[config.mk]
export PLATFORM = sky130hd
export DESIGN_NAME = cpu_ctrl
export DESIGN_NICKNAME = d
export VERILOG_FILES = /design/src/rtl/cpu_pkg.sv /design/src/rtl/ctrl_decode.sv /design/src/rtl/cpu_ctrl.sv
export SDC_FILE = /design/constraint.sdc
export NUM_CORES = 1
export LEC_CHECK = 0
export CORE_MARGIN = 2
export CORE_UTILIZATION = 44
export CTS_CLUSTER_DIAMETER = 100
export DETAILED_ROUTE_END_ITERATION = 8
export GPL_TIMING_DRIVEN = 0
export MAX_ROUTING_LAYER = met4
export PLACE_DENSITY = 0.79
export SETUP_SLACK_MARGIN = 0.1
export SLEW_MARGIN = 10
export SYNTH_ARGS = -nofsm -noshare
export SYNTH_HDL_FRONTEND = slang
export SYNTH_SLANG_ARGS = --single-unit
[constraint.sdc]
create_clock -name clk -period 2.4 [get_ports clk]
set_clock_uncertainty 0.15 [all_clocks]
set_input_delay 0.36 -clock clk [delete_from_list [all_inputs] [get_ports clk]]
set_output_delay 0.36 -clock clk [all_outputs]
set_load 0.05 [all_outputs]
[src/rtl/cpu_pkg.sv]
// Shared VeriRISC types: instruction opcodes, sequencer phases and
// the ALU-operation classifier used by the control decode.
package cpu_pkg;

    typedef enum logic [2:0] {
        HLT = 3'd0,
        SKZ = 3'd1,
        ADD = 3'd2,
        AND = 3'd3,
        XOR = 3'd4,
        LDA = 3'd5,
        STO = 3'd6,
        JMP = 3'd7
    } opcode_e;

    typedef enum logic [3:0] {
        INST_ADDR  = 4'd0,
        INST_FETCH = 4'd1,
        INST_LOAD  = 4'd2,
        IDLE       = 4'd3,
        OP_ADDR    = 4'd4,
        OP_FETCH   = 4'd5,
        ALU_OP     = 4'd6,
        STORE      = 4'd7,
        HALTED     = 4'd8
    } phase_e;

    // HALTED has no 3-bit code of its own; it reports as OP_ADDR with halt set
    localparam logic [2:0] HALTED_PHASE_CODE = 3'b100;

    function automatic logic is_aluop(input opcode_e op);
        return (op == ADD) || (op == AND) || (op == XOR) || (op == LDA);
    endfunction

endpackage

[src/rtl/ctrl_decode.sv]
// Combinational map from (phase, opcode, zero) to the eight datapath
// enables of the VeriRISC sequencer.
module ctrl_decode
    import cpu_pkg::*;
(
    input  logic [3:0] phase,
    input  logic [2:0] opcode,
    input  logic       zero,
    output logic       mem_rd,
    output logic       load_ir,
    output logic       halt,
    output logic       inc_pc,
    output logic       load_ac,
    output logic       load_pc,
    output logic       mem_wr,
    output logic       data_e
);

    phase_e  ph;
    opcode_e op;
    logic    alu_op;

    assign ph     = phase_e'(phase);
    assign op     = opcode_e'(opcode);
    assign alu_op = is_aluop(op);

    always_comb begin
        mem_rd  = 1'b0;
        load_ir = 1'b0;
        halt    = 1'b0;
        inc_pc  = 1'b0;
        load_ac = 1'b0;
        load_pc = 1'b0;
        mem_wr  = 1'b0;
        data_e  = 1'b0;
        unique case (ph)
            INST_ADDR: ;
            INST_FETCH: begin
                mem_rd = 1'b1;
            end
            INST_LOAD, IDLE: begin
                mem_rd  = 1'b1;
                load_ir = 1'b1;
            end
            OP_ADDR: begin
                inc_pc = 1'b1;
                halt   = (op == HLT);
            end
            OP_FETCH: begin
                mem_rd = alu_op;
            end
            // SKZ skips the next instruction by bumping the PC a second time
            ALU_OP: begin
                mem_rd  = alu_op;
                load_ac = alu_op;
                inc_pc  = (op == SKZ) && zero;
                load_pc = (op == JMP);
                data_e  = (op == STO);
            end
            STORE: begin
                mem_rd  = alu_op;
                load_ac = alu_op;
                inc_pc  = (op == JMP);
                load_pc = (op == JMP);
                mem_wr  = (op == STO);
                data_e  = (op == STO);
            end
            HALTED: begin
                halt = 1'b1;
            end
            default: ;
        endcase
    end

endmodule

[src/rtl/cpu_ctrl.sv]
// VeriRISC instruction sequencer: 8-phase state register with a HALTED
// state released by resume, plus a retired-instruction counter.
module cpu_ctrl
    import cpu_pkg::*;
#(
    parameter int CNT_WIDTH = 16
) (
    input  logic                 clk,
    input  logic                 rst,
    input  logic [2:0]           opcode,
    input  logic                 zero,
    input  logic                 resume,
    output logic                 mem_rd,
    output logic                 load_ir,
    output logic                 halt,
    output logic                 inc_pc,
    output logic                 load_ac,
    output logic                 load_pc,
    output logic                 mem_wr,
    output logic                 data_e,
    output logic [2:0]           phase,
    output logic [CNT_WIDTH-1:0] instr_count
);

    localparam logic [CNT_WIDTH-1:0] CNT_ONE = {{(CNT_WIDTH-1){1'b0}}, 1'b1};

    phase_e               state_q, state_d;
    logic [CNT_WIDTH-1:0] count_q, count_d;

    always_comb begin
        state_d = state_q;
        count_d = count_q;
        unique case (state_q)
            INST_ADDR:  state_d = INST_FETCH;
            INST_FETCH: state_d = INST_LOAD;
            INST_LOAD:  state_d = IDLE;
            IDLE:       state_d = OP_ADDR;
            OP_ADDR:    state_d = (opcode_e'(opcode) == HLT) ? HALTED : OP_FETCH;
            OP_FETCH:   state_d = ALU_OP;
            ALU_OP:     state_d = STORE;
            // An instruction retires as the sequencer leaves STORE
            STORE: begin
                state_d = INST_ADDR;
                count_d = count_q + CNT_ONE;
            end
            HALTED:     state_d = resume ? INST_ADDR : HALTED;
            default:    state_d = INST_ADDR;
        endcase
    end

    always_ff @(posedge clk) begin
        if (rst) begin
            state_q <= INST_ADDR;
            count_q <= '0;
        end else begin
            state_q <= state_d;
            count_q <= count_d;
        end
    end

    assign phase       = (state_q == HALTED) ? HALTED_PHASE_CODE : state_q[2:0];
    assign instr_count = count_q;

    ctrl_decode u_decode (
        .phase   (state_q),
        .opcode  (opcode),
        .zero    (zero),
        .mem_rd  (mem_rd),
        .load_ir (load_ir),
        .halt    (halt),
        .inc_pc  (inc_pc),
        .load_ac (load_ac),
        .load_pc (load_pc),
        .mem_wr  (mem_wr),
        .data_e  (data_e)
    );

endmodule

# --- Yosys cells after proc, flatten, opt, wreduce, memory -nomap -nowiden ---
# Cells that the tools add are included.
op_classes:
  addsub: 1
  n_eq_ne: 15
  muxes: 12
  n_reduce_logical: 10
ops:
  columns: ["operator", "count"]
  rows:
  - ["4-bit one-hot mux with 8 select lines", 1]
  - ["16-bit by 1-bit adder with 16-bit output, second input constant", 1]
  - ["4-bit by 3-bit equality test with 1-bit output, second input constant", 4]
  - ["3-bit equality test, second input constant", 4]
  - ["4-bit by 2-bit equality test with 1-bit output, second input constant", 2]
  - ["4-bit 2-to-1 mux", 2]
  - ["3-bit by 2-bit equality test with 1-bit output, second input constant", 2]
  - ["3-bit OR reduction", 2]
  - ["1-bit 2-to-1 mux", 5]
  - ["4-bit by 1-bit equality test with 1-bit output, second input constant", 1]
  - ["4-bit equality test, second input constant", 1]
  - ["4-bit logical NOT", 1]
  - ["1-bit one-hot mux with 2 select lines", 2]
  - ["2-bit OR reduction", 2]
  - ["3-bit by 1-bit equality test with 1-bit output, second input constant", 1]
  - ["3-bit logical NOT", 1]
  - ["1-bit logical OR", 3]
  - ["3-bit 2-to-1 mux", 1]
  - ["1-bit one-hot mux with 3 select lines", 1]
  - ["1-bit logical AND", 1]
totals:
  regBits: 20
  output_inout_bits: 27
  elab_cells: 40

# --- Logic depth before layout (Yosys ltp) ---
depth:
  word_depth: 5
  mapped_depth: 6

# --- By module ---
# A second synthesis with hierarchy kept.
hier_totals:
  cells_unflattened: 125
  area_unflattened_um2: 1068.5
by_module_without_submodules:
  columns: ["mod", "n_inst", "cells_each", "area_per_inst_um2", "seq_area_each_um2"]
  rows:
  - ["cpu_ctrl", 1, 105, 940.9, 400.4]
  - ["ctrl_decode", 1, 20, 127.6, 0.0]

# --- Least setup slack after synthesis ---
# Ideal clock, no wire load.
synth_path:
  path_kind: "register to output"
  start: "register state_q[3]"
  end: "output port mem_wr"
  t_arrival_ns: 1.922
  required_time_ns: 1.890
  setup_slack_ns: -0.032
  path_stages_with_launch: 5
  n_path_buf: 2
  path_cell_list: "dfxtp_1 -> clkbuf_2 -> nand4b_4 -> clkbuf_1 -> nor3_1"
synth_between:
  elab_chain_len: 2
synth_rtl:
  columns: ["element", "line", "source"]
  rows:
  - ["start: declaration", "cpu_ctrl.sv:27", "phase_e state_q, state_d;"]
  - ["start signal: assignment", "cpu_ctrl.sv:56", "state_q <= state_d;"]
  - ["4-bit by 3-bit equality test with 1-bit output", "ctrl_decode.sv:36", "unique case (ph)"]
  - ["1-bit 2-to-1 mux", "ctrl_decode.sv:36", null]
  - ["end: declaration", "cpu_ctrl.sv:19", "output logic mem_wr,"]
# Every way passes these cells.

# --- Worst setup path after layout ---
layout_path:
  start: "input port opcode[1]"
  end: "output port mem_rd"
layout_between:
  elab_chain_len: 5
  elab_cells_between_ends: 8
layout_rtl:
  columns: ["element", "line", "source"]
  rows:
  - ["start: declaration", "cpu_ctrl.sv:10", "input logic [2:0] opcode,"]
  - ["3-bit by 2-bit equality test with 1-bit output", "cpu_pkg.sv:32", "return (op == ADD) || (op == AND) || (op == XOR) || (op == LDA);"]
  - ["1-bit logical OR (2 in series)", "cpu_pkg.sv:32", null]
  - ["1-bit logical OR (*)", "cpu_pkg.sv:32", null]
  - ["1-bit one-hot mux with 2 select lines (*)", "ctrl_decode.sv:36", null]
  - ["end: declaration", "cpu_ctrl.sv:13", "output logic mem_rd,"]
# Mark *: on every way between the ends. The rest lies on a longest branch, timed or not.

==> summary.txt <==
Status
  – Status: complete, no violations

Worst setup path
  – Critical Path Slowest Stage Cell: clkdlybuf4s50_1
  – FF-to-FF setup slack: 0.26 ns
  – R2r endpoint: instr_count[14]
  – Critical path buffers and inverters: 2
  – CP Capture Type: primary output
  – CP Class: in2out
  – Critical Path RT: 1.89 ns
  – Worst Path Arrival: 1.73 ns
  – R2R Path Start: state_q[3]
  – CP max stage delay: 0.58 ns
  – CP Launch Type: input port
  – CP cell instances: clkdlybuf4s50_1, xnor2_1, a211oi_1, clkdlybuf4s15_2
  – Delay-heaviest family, CP: buffers and inverters
  – R2R cell count: 5
  – Crit Path Max Fanout: 5

Clock tree
  – Hold-fix buffers, CTS: 0
  – Buffers inserted by post-CTS timing repair: 0
  – Longest Clk Path Bufs: 2
  – H-tree depth: 1
  – Clock latency on the worst-skew pair: 0.29 ns
  – Root buffer cell: clkbuf_4
  – Num CTS Buffers: 3
  – Clk slew on worst S/H paths: 0.10 ns
  – CTS tree: yes
  – Clk sinks: 20

Yosys
  – Largest family of logic cells by synthesized area: simple AND/OR/NAND/NOR gates
  – Compound-Gate Fraction of Synth Area: 8.75%
  – Post-synth EDFFs: 0
  – Sequential fraction of the synthesis area: 38.9%
  – Yosys warns: 0
  – Synth Area in Simple Gates: 32.8%
  – Area share of fa/ha/maj cells after synthesis: 1.22%
  – Synth Area per Inst: 8.24 sq um
  – Post-synthesis xor/xnor area fraction: 11.9%
  – Mux share of post-synthesis cell area: 2.07%
  – Synth cell types: 34
  – Net Count, Synth: 133
  – Async SR Flop Fraction: 0%
  – Flops & latches, synth: 20
  – Post-Syn Area: 0.00103 sq mm
  – Synth Flop Type: dfxtp_1
  – Synthesized netlist cell count: 125

STA
  – Hold slack: 0.336 ns
  – Final Cycle Share: 93.2%
  – Fmax: 447 MHz
  – RSZ-0062 raised after global routing: no
  – Final-report hold violation count: 0
  – Rel. slew slack: 66.3%
  – Min Tclk post-route: 2.24 ns
  – Setup violators final: 0
  – Worst-Margin Slew: 0.504 ns
  – Fin worst setup slack: 0.162 ns
  – Final Max Slew Viols: 0
  – TNS Setup: 0 ns

GRT
  – Total GRT Usage: 18.4%
  – Met1 Resource Use GR: 23.9%
  – Largest net degree at the start of global routing: 16
  – Top Usage Layer GRT: met2
  – Global-route wire length before repair: 3710 um
  – Via count of the first global-routing pass: 886
  – Global routing usage on met2: 29.4%
  – Gr ovfl total: 0
  – Met3 global-route usage: 2.57%
  – Initial antenna violation count: 0

Power and ir drop
  – Leak: 0.515 nW
  – Total power: 0.605 mW
  – Peak supply drop: 0.301 mV
  – Pwr per Cell Area: 429 mW/mm^2

Drt
  – Initial DRC count: 6
  – Router iterations before antenna repair: 4
  – WL per Instance: 12.1 um
  – Remaining antenna violation count: 0
  – Drt via density: 5.16
  – Via Count: 970
  – Final Routed Wirelength: 2280 um
  – DRC viols: 0

Final layout
  – # diodes: 0
  – Area delta synth->final: 36.9%
  – Post-route cell area: 0.00141 sq mm
  – Final core occ: 63.7%
  – Fin cells: 188
  – Register area: 400 sq um
  – Filler cells: 220
  – Multi-input logic area: 599 sq um
  – Nets@finish: 170
  – Share of cells above drive strength 1: 12.5%

Die
  – Core area: 0.00221 sq mm
  – # rows: 17
  – Ports: 34
  – Die width: 52.4 um
  – Die height: 52.4 um
  – Initial Util: 46.5%
  – Die area: 0.00274 sq mm

Placed design
  – GP Congestion: 0.763
  – Placed Instances: 186
  – Placed standard-cell area: 0.00141 sq mm
  – PortBufs: 33
  – Post-DP HPWL: 1770 um
  – DP Worst Slack: -0.402 ns

Hold path
  – Hold path endpoint: instr_count[15]
  – Hold Path Cell Cnt: 2
  – Worst Hold Class: reg2reg
  – Worst hold start: instr_count[15]

Flow run
  – Max cap viols: 0
==> metal layers <==
layer	share of wire (%)	wire (um)
met3	2.9	66
met5	0	0
met4	0.88	20
met1	49	1120
met2	47	1070
==> where the power goes <==
part	total (mW)	internal, mW	leakage, nW	switching, mW
registers	0.340	0.336	0.162	0.00373
clock network	0.153	0.0582	0.0138	0.0944
logic	0.113	0.0390	0.339	0.0736
total	0.605	0.434	0.515	0.172
==> area by class of cell <==
type,instances,share of cell area [%]
buffer,7,2.13
clock buffer,3,1.60
inverter,3,0.799
multi-input combinational,94,42.5
sequential,20,28.4
tap,28,2.48
timing repair buffer,33,22.1
==> timing repair <==
action,CTS,global route
hold endpoints to repair,0,0
setup endpoints to repair,9,5
resized for setup,25,10
==> synthesized netlist by cell type (all sizes together) (2+ instances only) <==
master	count	area share, %
nand3	8	3.9
a2111oi	2	1.7
xnor2	11	9.4
dfxtp	20	39
nor4	4	2.4
nand4	2	1.2
nor3	7	3.4
inv	3	1.1
a21oi	4	1.9
or3	3	2.3
nor2	20	7.3
o21ai	3	1.5
or4	2	1.8
nand2	9	3.3
clkbuf	6	2.3
nor2b	3	1.8
xor2	3	2.6
buf	2	0.97
==> tightest hold or removal path: cells and delay by family, from the launching register on <==
family          cells  cell delay (ns)
compound gates      2             0.11
flops               1             0.33
==> cells in the final DEF (no fill, tap or decap), types with 2 or more instances in the layout <==
cell type,Yosys,final
or3_1,2,2
nor2b_1,3,3
clkbuf_1,5,4
nor3_1,7,4
o21ai_0,3,3
nor4_1,4,4
inv_1,3,3
clkbuf_4,0,3
a21oi_1,4,4
nor2_1,20,20
clkdlybuf4s15_2,0,2
a2111oi_0,2,2
nand2_1,9,9
nor3_2,0,3
buf_2,2,6
nand3_1,8,8
xnor2_1,11,11
clkdlybuf4s50_1,0,24
nand4_1,2,2
dfxtp_1,20,20
xor2_1,3,3
==> cells by family (layout without fill, tap and decap cells) <==
group           after synthesis  after routing
xor+xnor                     14             14
fa+ha+maj                     1              1
simple gates                 63             63
compound gates               14             14
mux                           2              2
flops                        20             20
buf+inv                      11             46
==> sequential cells by signal, summed over array words and instances, names as in the netlist <==
register,flops
instr_count,16
state_q,4
==> how the worst max path moves through the flow <==
stage                    start     end  slack, ns  cells past startpoint
floorplan           state_q[0]  mem_rd       0.12                      2
detailed placement   opcode[0]    halt      -0.40                      5
CTS                  opcode[0]    halt       0.03                      5
global route         opcode[1]  mem_rd        0.1                      4
global placement     opcode[0]    halt      -0.39                      5
finish               opcode[1]  mem_rd       0.16                      4
No activity file was read; power rests on OpenSTA's default activity.
